==> config.mk <==
export PLATFORM = sky130hd
export DESIGN_NAME = serial_adder
export DESIGN_NICKNAME = d
export VERILOG_FILES = /design/src/rtl/serial_adder_pkg.sv /design/src/rtl/fa_cell.sv /design/src/rtl/serial_adder.sv
export SDC_FILE = /design/constraint.sdc
export NUM_CORES = 1
export LEC_CHECK = 0
export BUFFER_PORTS_ARGS = -buffer_cell sky130_fd_sc_hd__buf_2
export CORE_ASPECT_RATIO = 1.75
export CORE_MARGIN = 4
export CORE_UTILIZATION = 35
export DETAILED_ROUTE_END_ITERATION = 16
export PLACE_DENSITY_LB_ADDON = 0.3
export SLEW_MARGIN = 20
export SYNTH_ARGS = -nofsm -noshare
export SYNTH_HDL_FRONTEND = slang
export SYNTH_SLANG_ARGS = --single-unit
==> constraint.sdc <==
create_clock -name clk -period 2.4 [get_ports clk]
set_input_delay 0.36 -clock clk [delete_from_list [all_inputs] [get_ports clk]]
set_output_delay 0.36 -clock clk [all_outputs]
set_load 0.05 [all_outputs]
==> src/rtl/serial_adder_pkg.sv <==
// Shared types and constants for the bit-serial adder.
// FSM state encoding plus a helper that sizes the bit counter.
package serial_adder_pkg;

  typedef enum logic [1:0] {
    IDLE = 2'd0,
    RUN  = 2'd1,
    DONE = 2'd2
  } state_t;

  localparam int SERIAL_ADDER_DEFAULT_WIDTH = 8;

  // Counter must still be one bit wide when WIDTH is 1.
  function automatic int cnt_width(input int w);
    return (w <= 1) ? 1 : $clog2(w);
  endfunction

endpackage

==> src/rtl/fa_cell.sv <==
// Combinational one-bit full adder cell used by the serial datapath.
// No state; sum and carry follow the inputs directly.
module fa_cell (
  input  logic x,
  input  logic y,
  input  logic ci,
  output logic s,
  output logic co
);

  assign s  = x ^ y ^ ci;
  assign co = (x & y) | (x & ci) | (y & ci);

endmodule

==> src/rtl/serial_adder.sv <==
// Bit-serial adder: one operand bit per clock, LSB first, result after WIDTH RUN cycles.
// Optional subtract mode is enabled by defining SERIAL_ADDER_SUB_EN (adds port sub).
module serial_adder
  import serial_adder_pkg::*;
#(
  parameter int WIDTH = SERIAL_ADDER_DEFAULT_WIDTH
) (
  input  logic             clk,
  input  logic             rst_n,
  input  logic             start,
  input  logic [WIDTH-1:0] a,
  input  logic [WIDTH-1:0] b,
  input  logic             cin,
`ifdef SERIAL_ADDER_SUB_EN
  input  logic             sub,
`endif
  output logic             busy,
  output logic             done,
  output logic [WIDTH-1:0] sum,
  output logic             cout
);

  localparam int CW = cnt_width(WIDTH);
  localparam logic [CW-1:0] LAST = CW'(WIDTH - 1);

  state_t           state_q, state_d;
  logic [WIDTH-1:0] a_q, a_d;
  logic [WIDTH-1:0] b_q, b_d;
  logic             c_q, c_d;
  logic [CW-1:0]    cnt_q, cnt_d;
  logic [WIDTH-1:0] sum_q, sum_d;
  logic             cout_q, cout_d;

  logic fa_x, fa_y, fa_s, fa_co;

  assign fa_x = a_q[cnt_q];
  assign fa_y = b_q[cnt_q];

  fa_cell u_fa (
    .x  (fa_x),
    .y  (fa_y),
    .ci (c_q),
    .s  (fa_s),
    .co (fa_co)
  );

  always_comb begin
    state_d = state_q;
    a_d     = a_q;
    b_d     = b_q;
    c_d     = c_q;
    cnt_d   = cnt_q;
    sum_d   = sum_q;
    cout_d  = cout_q;
    unique case (state_q)
      IDLE: begin
        if (start) begin
          state_d = RUN;
          a_d     = a;
`ifdef SERIAL_ADDER_SUB_EN
          // Subtraction is a + ~b + 1; the stored b is pre-inverted so RUN is unchanged.
          b_d     = sub ? ~b : b;
          c_d     = sub ? 1'b1 : cin;
`else
          b_d     = b;
          c_d     = cin;
`endif
          cnt_d   = '0;
          sum_d   = '0;
          cout_d  = 1'b0;
        end
      end
      RUN: begin
        sum_d[cnt_q] = fa_s;
        c_d          = fa_co;
        if (cnt_q == LAST) begin
          state_d = DONE;
          cout_d  = fa_co;
        end else begin
          cnt_d = cnt_q + CW'(1);
        end
      end
      DONE: begin
        state_d = IDLE;
      end
      default: begin
        state_d = IDLE;
      end
    endcase
  end

  always_ff @(posedge clk) begin
    if (!rst_n) begin
      state_q <= IDLE;
      a_q     <= '0;
      b_q     <= '0;
      c_q     <= 1'b0;
      cnt_q   <= '0;
      sum_q   <= '0;
      cout_q  <= 1'b0;
    end else begin
      state_q <= state_d;
      a_q     <= a_d;
      b_q     <= b_d;
      c_q     <= c_d;
      cnt_q   <= cnt_d;
      sum_q   <= sum_d;
      cout_q  <= cout_d;
    end
  end

  assign busy = (state_q == RUN);
  assign done = (state_q == DONE);
  assign sum  = sum_q;
  assign cout = cout_q;

endmodule

After elaboration in Yosys (flattened, before gate mapping)
Index checks and enable logic that the tools add are counted.
- bits in registers: 31
- bits of input ports: 20
- output and inout bits: 11
- word-level logic and storage cells: 51
- $add $sub $neg: 1
- $lt $le $gt $ge: 2
- equal/unequal tests: 6
- muxes and demuxes: 20
- bitwise logic cells: 7
- reduce and logical (&&, ||, !) cells: 8
- operators with widths (cell ; count):
    case mux 8 bit (2 select lines) ; 1
    bitwise mux 8 bit ; 1
    two-way mux 8 bit ; 1
    binary-select mux 1 bit (select 3 bit) ; 2
    two-way mux 1 bit ; 6
    two-way mux 3 bit ; 2
    case mux 3 bit (2 select lines) ; 1
    AND reduction 2 bit ; 3
    AND reduction 3 bit ; 2
    < comparator 3 x 4 -> 1 bit (second input constant) ; 1
    two-way mux 2 bit ; 2
    != test 2 bit (second input constant) ; 2
    case mux 1 bit (2 select lines) ; 2
    case mux 2 bit (2 select lines) ; 1
    adder 3 x 1 -> 3 bit (second input constant) ; 1
    AND 1 bit ; 3
    demux 1 bit (select 3 bit) ; 1
    equality test 3 bit (second input constant) ; 1
    >= comparator 3 x 1 -> 1 bit (second input constant) ; 1
    equality test 2 x 1 -> 1 bit (second input constant) ; 1
    equality test 2 bit (second input constant) ; 1
    zero test 2 bit ; 1
    != test 2 x 1 -> 1 bit (second input constant) ; 1
    OR 1 bit ; 2
    other kinds (3) ; 4

Logic depth before layout (Yosys ltp)
Gate-level depths: netlist of run 1.
- depth in word-level cells: 7
- gate-level depth with buffers: 8

By module
A second synthesis of run 1 with hierarchy kept.
- cells, all modules: 189
- area total of the unflattened synthesis: 1589.0 um^2
- by module, submodules not included (module ; times used ; cells an instance ; area an instance (um^2) ; seq. area each (um^2)):
    serial_adder ; 1 ; 188 ; 1569.0 ; 620.6
    fa_cell ; 1 ; 1 ; 20.0 ; 0.0

Least setup slack after synthesis of run 1
Ideal clock, no wire load.
- kind: flip-flop to flip-flop
- from: register cnt_q[1]
- to: register sum_q[0] (netlist: sum[0])
- library setup time: 0.093 ns
- data arrival time: 2.141 ns
- setup slack: 0.166 ns
- stages on the path, launching flop included: 9
- path buffers: 2
- clock period less this slack: 2.234 ns
- cells stage by stage: dfxtp_1 -> buf_2 -> buf_2 -> mux2i_1 -> o21ai_0 -> a211oi_1 -> fa_1 -> nand4bb_1 -> o32ai_1
- cells in the longest elaborated chain, start to end: 6
- ends and longest elaborated chain (item ; line ; RTL):
    start: declaration ; serial_adder.sv:30 ; logic [CW-1:0] cnt_q, cnt_d;
    start signal: assignment ; serial_adder.sv:106 ; cnt_q <= cnt_d;
    < comparator 3 x 4 -> 1 bit (implied by the code), or another cell as far along ; serial_adder.sv:74 ; sum_d[cnt_q] = fa_s;
    logical AND 1 bit (implied by the code), or another cell as far along ; serial_adder.sv:74 ;
    two-way mux 1 bit (implied by the code) or bitwise XOR 1 bit (tied branches) ; serial_adder.sv:74, fa_cell.sv:11 ;
    demux 1 bit (select 3 bit) or bitwise XOR 1 bit (tied branches) ; serial_adder.sv:74, fa_cell.sv:11 ;
    bitwise mux 8 bit * ; serial_adder.sv:74 ;
    case mux 8 bit (2 select lines) * ; serial_adder.sv:55 ; unique case (state_q)
    end signal: assignment ; serial_adder.sv:107 ; sum_q <= sum_d;
    end: declaration ; serial_adder.sv:31 ; logic [WIDTH-1:0] sum_q, sum_d;
Every way passes the cells marked *; elsewhere a longest branch is shown, timed or not. The select of a mux whose other input is x is not followed.
A chain may end at the register's enable or synchronous reset.

Worst setup path after layout of run 1
- from: register cnt_q[2]
- to: register sum_q[0] (netlist: sum[0])
Same word-level chain as after synthesis.

==> results_dict.tcl, run 1 <==
set metrics [dict create \
    status "finished, final reports clean" \
    wl_um 3330 \
    grt_pass1_wl_um 5790 \
    yosys.area.top_type_share 0.404 \
    path_max_fanout 10 \
    worstRegToRegCells 6 \
    setup_slack_ps 164 \
    async_reset_ff_frac 0 \
    place_ws_ps -6.64 \
    relSlewSlack 0.379 \
    rsz0062_at_grt "no" \
    syn_to_final_growth_pct 17.3 \
    synth_nets 199 \
    cts_sinks 31 \
    whs_ps 315 \
    ant_nets 0 \
    ys_ff_latch 31 \
    first_pass_iters 5 \
    worst-r2r-setup-slack_ps 160 \
    hp-class "input port to flop" \
    ys_top_cells_by_area "dfxtp_1, nand2_1, a21boi_0" \
    drt_iter0_markers 22 \
    post-route-drc-count 0 \
    met1_usage 0.144 \
    core_area_um2 4190 \
    peakVddDrop_uv 385 \
    crit_type "flop to flop" \
    r2r_end "sum[0]$_SDFFE_PN0P_" \
    start_kind "flop" \
    max_clock_freq_ghz 0.447 \
    crit_chain "or3b_2, a21oi_1, a211oi_1, fa_1, nand4bb_1, o32ai_1" \
    grt_pass1_vias 1241 \
    antenna_found_initial 0 \
    rr_startpoint "cnt_q[2]$_SDFFE_PN0P_" \
    routabilityCongestion 0.729 \
    seq_area_um2 626 \
    grt_remaining_overflow 0 \
    required_ps 2590 \
    cts_max_path_buffers 2 \
    cts_tree "built" \
    met2_usage 0.242 \
    cp-startpoint "cnt_q[2]$_SDFFE_PN0P_" \
    start_util 0.367 \
    dieArea_um2 5560 \
    cp.arrival_ps 2430 \
    htree_levels 2 \
    cts_made_buffers 5 \
    min_period_ps 2240 \
    drive_above_1_share 0.250 \
    multiInputGateArea_um2 826 \
    synth_cell_types 35 \
    synthTopCellsByCount "nand2_1, dfxtp_1, a21boi_0" \
    cts.clk_slew.worst_paths_ps 70 \
    final_nets 226 \
    grt_max_degree 22 \
    ys.flop_type "dfxtp_1" \
    vias 1318 \
    die_w_um 58.1 \
    hold_viol_final 0 \
    crit_family "simple AND/OR/NAND/NOR gates" \
    pin_count 31 \
    synth_warnings 0 \
    root_buffer "clkbuf_8" \
    p_leak_nw 0.714 \
    synth_top_area_cell "dfxtp_1" \
    die_h_um 95.7 \
    synth_edf_count 0 \
    p_per_area_nw_per_um2 608 \
    fillCellCount 487 \
    fin_skew_ps 4.99 \
    cpMaxStageDelayCell "or3b_2" \
    ys_seq_area_frac 0.404 \
    cpPeakStageDelay_ps 490 \
    end_kind "flop" \
    finalMaxSlewViolations 0 \
    syn_inst 176 \
    gr-usage-met3 0.0434 \
    crit_end "sum[0]$_SDFFE_PN0P_" \
    final_cells 253 \
    wl_per_cell_um 13.2 \
    fin_crit_sh 0.932 \
    antenna_cells 0 \
    max-cap-violations 0 \
    numPortBuffers 30 \
    cts_hold_buf 0 \
    fin_util 0.431 \
    synth_most_common_cell "nand2_1" \
    crit_buf_inv 0 \
    crit_cells 6 \
    insertion_delay_ps 280 \
    netlist_area_um2 1540 \
    syn-mean-instance-area_um2 8.74 \
    dp_cells 245 \
    grt_busiest_layer "met2" \
    setup_viol 0 \
    vias_per_cell 5.21 \
    track_usage 0.137 \
    tightest_slew_ps 927 \
    row_count 31 \
    place_hpwl_um 2560 \
]
[worst reg2reg max path: stages, from the launching register on]
cell and delay [ps]:
dfxtp_1 400, or3b_2 500, a21oi_1 160, a211oi_1 80, fa_1 440, nand4bb_1 300, o32ai_1 260
[per-layer routing]
layer  up-vias  share of wire  wire length, µm
met5         -              0                0
met4         0          0.018               61
met3         4          0.050              168
met2        36           0.56             1850
met1       607           0.38             1250
li1        671              -                -
[report_power, final]
part / switching (mW) / leakage [nW] / total, mW / internal, mW
sequential: 0.0175 / 0.254 / 0.555 / 0.537
combinational: 0.0784 / 0.418 / 0.144 / 0.0651
clock: 0.196 / 0.0412 / 0.399 / 0.202
total: 0.292 / 0.714 / 1.10 / 0.804
[kinds of logic (layout without fill, tap and decap cells)]
kind of cell,after synthesis,in the layout,synth area share
muxes,5,5,0.0488
adders and majority gates,3,3,0.0293
DFF,31,31,0.404
and+or+nand+nor,75,75,0.264
buffers and inverters,18,46,0.0594
AOI/OAI and AO/OA,44,44,0.194
[registers in the layout (all words and copies together) (netlist names)]
register / count
a_q: 8
b_q: 8
sum: 8
cnt_q: 3
state_q: 2
c_q: 1
cout: 1
[placed cells by master, fill, tap and decap left out, types with 4 or more instances in the layout]
cell / instances
a21boi_0: 19
clkbuf_8: 5
nand4b_1: 4
dfxtp_1: 29
o22ai_1: 6
buf_4: 7
buf_2: 30
nand2_1: 43
nand4bb_1: 4
a21oi_1: 9
nand3_1: 4
[area by class of cell]
cell class	count	share of cell area
tap	49	0.0340
sequential	31	0.347
multi-input combinational	127	0.458
clock inverter	2	0.00693
timing repair buffer	37	0.112
inverter	1	0.00208
clock buffer	6	0.0402
[repair_timing]
action,4_1_cts,5_1_grt
endpoints found under the setup margin,1,2
gates cloned,0,0
buffers inserted,0,0
gates resized for setup,1,2
pin swaps,0,0
[worst min-delay path by stage]
stage | cells after the start | from | to
floorplan | 2 | b_q[2]$_SDFFE_PN0P_ | b_q[2]$_SDFFE_PN0P_
global placement | 2 | sum[3]$_SDFFE_PN0P_ | sum[3]$_SDFFE_PN0P_
detailed placement | 2 | sum[3]$_SDFFE_PN0P_ | sum[3]$_SDFFE_PN0P_
CTS | 3 | a[4] | a_q[4]$_SDFFE_PN0P_
global route | 3 | a[4] | a_q[4]$_SDFFE_PN0P_
finish | 3 | a[1] | a_q[1]$_SDFFE_PN0P_
[metrics by stage]
step | instance area, µm² | setup TNS, ps | total power [mW]
2_1_floorplan | 1540 | 0 | 0.670
3_3_place_gp | 1710 | 0 | 0.712
3_5_place_dp | 1710 | -6.64 | 0.713
4_1_cts | 1800 | 0 | 1.11
5_1_grt | 1800 | 0 | 1.16
6_report | 1800 | 0 | 1.10
(Power assumes the default switching activity.)
==> inputs of run 2 (changes only) <==
Settings changed: CORE_UTILIZATION 35 to 51, HOLD_SLACK_MARGIN set to 0.1.
Clock period 2.4 ns to 2.5 ns, I/O delays scaled along.
==> run 2 against run 1 <==
- final area down 1.9%
- total power up 3.0%
- clock power up 15%
- routed wire length down 5.6%
- critical path depth down 1
- combinational power down 7%
- first-iteration DRC count up 68%
- critical path type unchanged
==> results_dict.tcl, run 2 (synthesized netlist as in run 1, its figures left out) <==
set metrics [dict create \
    status "finished, final reports clean" \
    max_clock_freq_ghz 0.423 \
    vias_per_cell 5.74 \
    end_kind "flop" \
    cts_tree "built" \
    grt_max_degree 34 \
    vias 1309 \
    start_kind "flop" \
    path_max_fanout 11 \
    whs_ps 342 \
    fin_crit_sh 0.947 \
    hp-class "input port to flop" \
    setup_viol 0 \
    antenna_found_initial 0 \
    cp.arrival_ps 2550 \
    cts_max_path_buffers 2 \
    htree_levels 2 \
    wl_um 3150 \
    hold_viol_final 0 \
    pin_count 31 \
    insertion_delay_ps 280 \
    grt_remaining_overflow 0 \
    max-cap-violations 0 \
    cts_hold_buf 0 \
    final_cells 228 \
    cts_setup_buffers 0 \
    syn_to_final_growth_pct 15.1 \
    grt_pass1_vias 1214 \
    layout_commonest_cell "nand2_1" \
    grt_pass1_wl_um 5380 \
    r2r_end "sum[0]$_SDFFE_PN0P_" \
    worstRegToRegCells 5 \
    required_ps 2690 \
    dp_cells 221 \
    antenna_cells 0 \
    drive_above_1_share 0.230 \
    ant_nets 0 \
    drt_iter0_markers 37 \
    fin_skew_ps 4.60 \
    min_from "a[0]" \
    crit_type "flop to flop" \
    min_period_ps 2370 \
    root_buffer "clkbuf_8" \
    die_h_um 80.6 \
    post-route-drc-count 0 \
    p_per_area_nw_per_um2 639 \
    numPortBuffers 30 \
    cts.clk_slew.worst_paths_ps 60 \
    cts_sinks 31 \
    layout_common_cells "nand2_1, dfxtp_1, buf_2" \
    final_nets 223 \
    row_count 26 \
    dieArea_um2 3990 \
    tightest_slew_ps 547 \
    cts_made_buffers 5 \
    first_pass_iters 4 \
    start_util 0.531 \
    die_w_um 49.5 \
    wl_per_cell_um 13.8 \
    track_usage 0.178 \
    core_area_um2 2900 \
    rr_startpoint "cnt_q[1]$_SDFFE_PN0P_" \
    relSlewSlack 0.635 \
    finalMaxSlewViolations 0 \
    p_leak_nw 0.707 \
    routabilityCongestion 0.770 \
    worst-r2r-setup-slack_ps 130 \
    whs_path_depth 3 \
    peakVddDrop_uv 521 \
    place_hpwl_um 2320 \
    whs_endpoint "a_q[0]$_SDFFE_PN0P_" \
]
==> run 2: cell types whose count changed in the layout (fill, tap and decap cells not counted) <==
cell,delta
buf_4,-3
bufinv_16,+1
clkinv_2,-1
clkinvlp_4,-1
dfxtp_1,+1
dfxtp_4,-1
==> run 2: timing repair <==
action	in CTS	in global routing
endpoints found under the setup margin	0	8
gates resized for setup	0	1
hold endpoints to repair	0	0
==> run 2: layout make-up <==
cell class / instances / area (µm²)
flip-flops and latches: 31 / 622
multi-input cells: 127 / 826
clock buffers: 6 / 72.6
inverters: 1 / 3.75
clock inverters: 1 / 30.0
repair buffers: 34 / 180
well taps: 28 / 35.0
fillers: 268 / 1130
==> run 2: power by group <==
part / switching, mW / leakage, nW / internal, mW / total [mW]
sequential: 0.0188 / 0.254 / 0.516 / 0.535
combinational: 0.0735 / 0.403 / 0.0610 / 0.134
clock: 0.169 / 0.0513 / 0.291 / 0.460
total: 0.261 / 0.707 / 0.869 / 1.13
==> run 2: how the worst max path moves through the flow <==
stage	from	end	slack, ps	cells past startpoint
after detailed placement	cnt_q[1]$_SDFFE_PN0P_	sum[0]$_SDFFE_PN0P_	40	5
final	cnt_q[1]$_SDFFE_PN0P_	sum[0]$_SDFFE_PN0P_	130	5
after floorplan	cnt_q[1]$_SDFFE_PN0P_	sum[0]$_SDFFE_PN0P_	270	8
after CTS	cnt_q[1]$_SDFFE_PN0P_	sum[0]$_SDFFE_PN0P_	10	5
after global routing	cnt_q[1]$_SDFFE_PN0P_	sum[0]$_SDFFE_PN0P_	-8	5
after global placement	cnt_q[1]$_SDFFE_PN0P_	sum[0]$_SDFFE_PN0P_	150	5
==> run 2: critical path, stage by stage, from the launching register on <==
cell	delay (ps)
dfxtp_2	460
mux4_2	530
mux2i_1	210
fa_1	470
nand4bb_1	320
o32ai_1	290
==> run 2: per-stage QoR <==
stage	total power [mW]	utilization	area, µm²	setup slack, ps	TNS [ps]
floorplan	0.643	-	1540	266	0
global placement	0.674	0.575	1670	150	0
detailed placement	0.680	0.575	1670	40.9	0
CTS	1.14	0.611	1770	11.5	0
global route	1.19	0.611	1770	-7.81	-7.81
finish	1.13	0.611	1770	133	0
==> run 2: per-layer routing <==
| metal | GRT usage | vias up | wire [µm] |
|---|---|---|---|
| li1 | - | 668 | - |
| met1 | 0.178 | 594 | 1190 |
| met2 | 0.329 | 41 | 1740 |
| met3 | 0.0575 | 6 | 156 |
| met4 | 0.0748 | 0 | 59 |
| met5 | 0 | - | 0 |
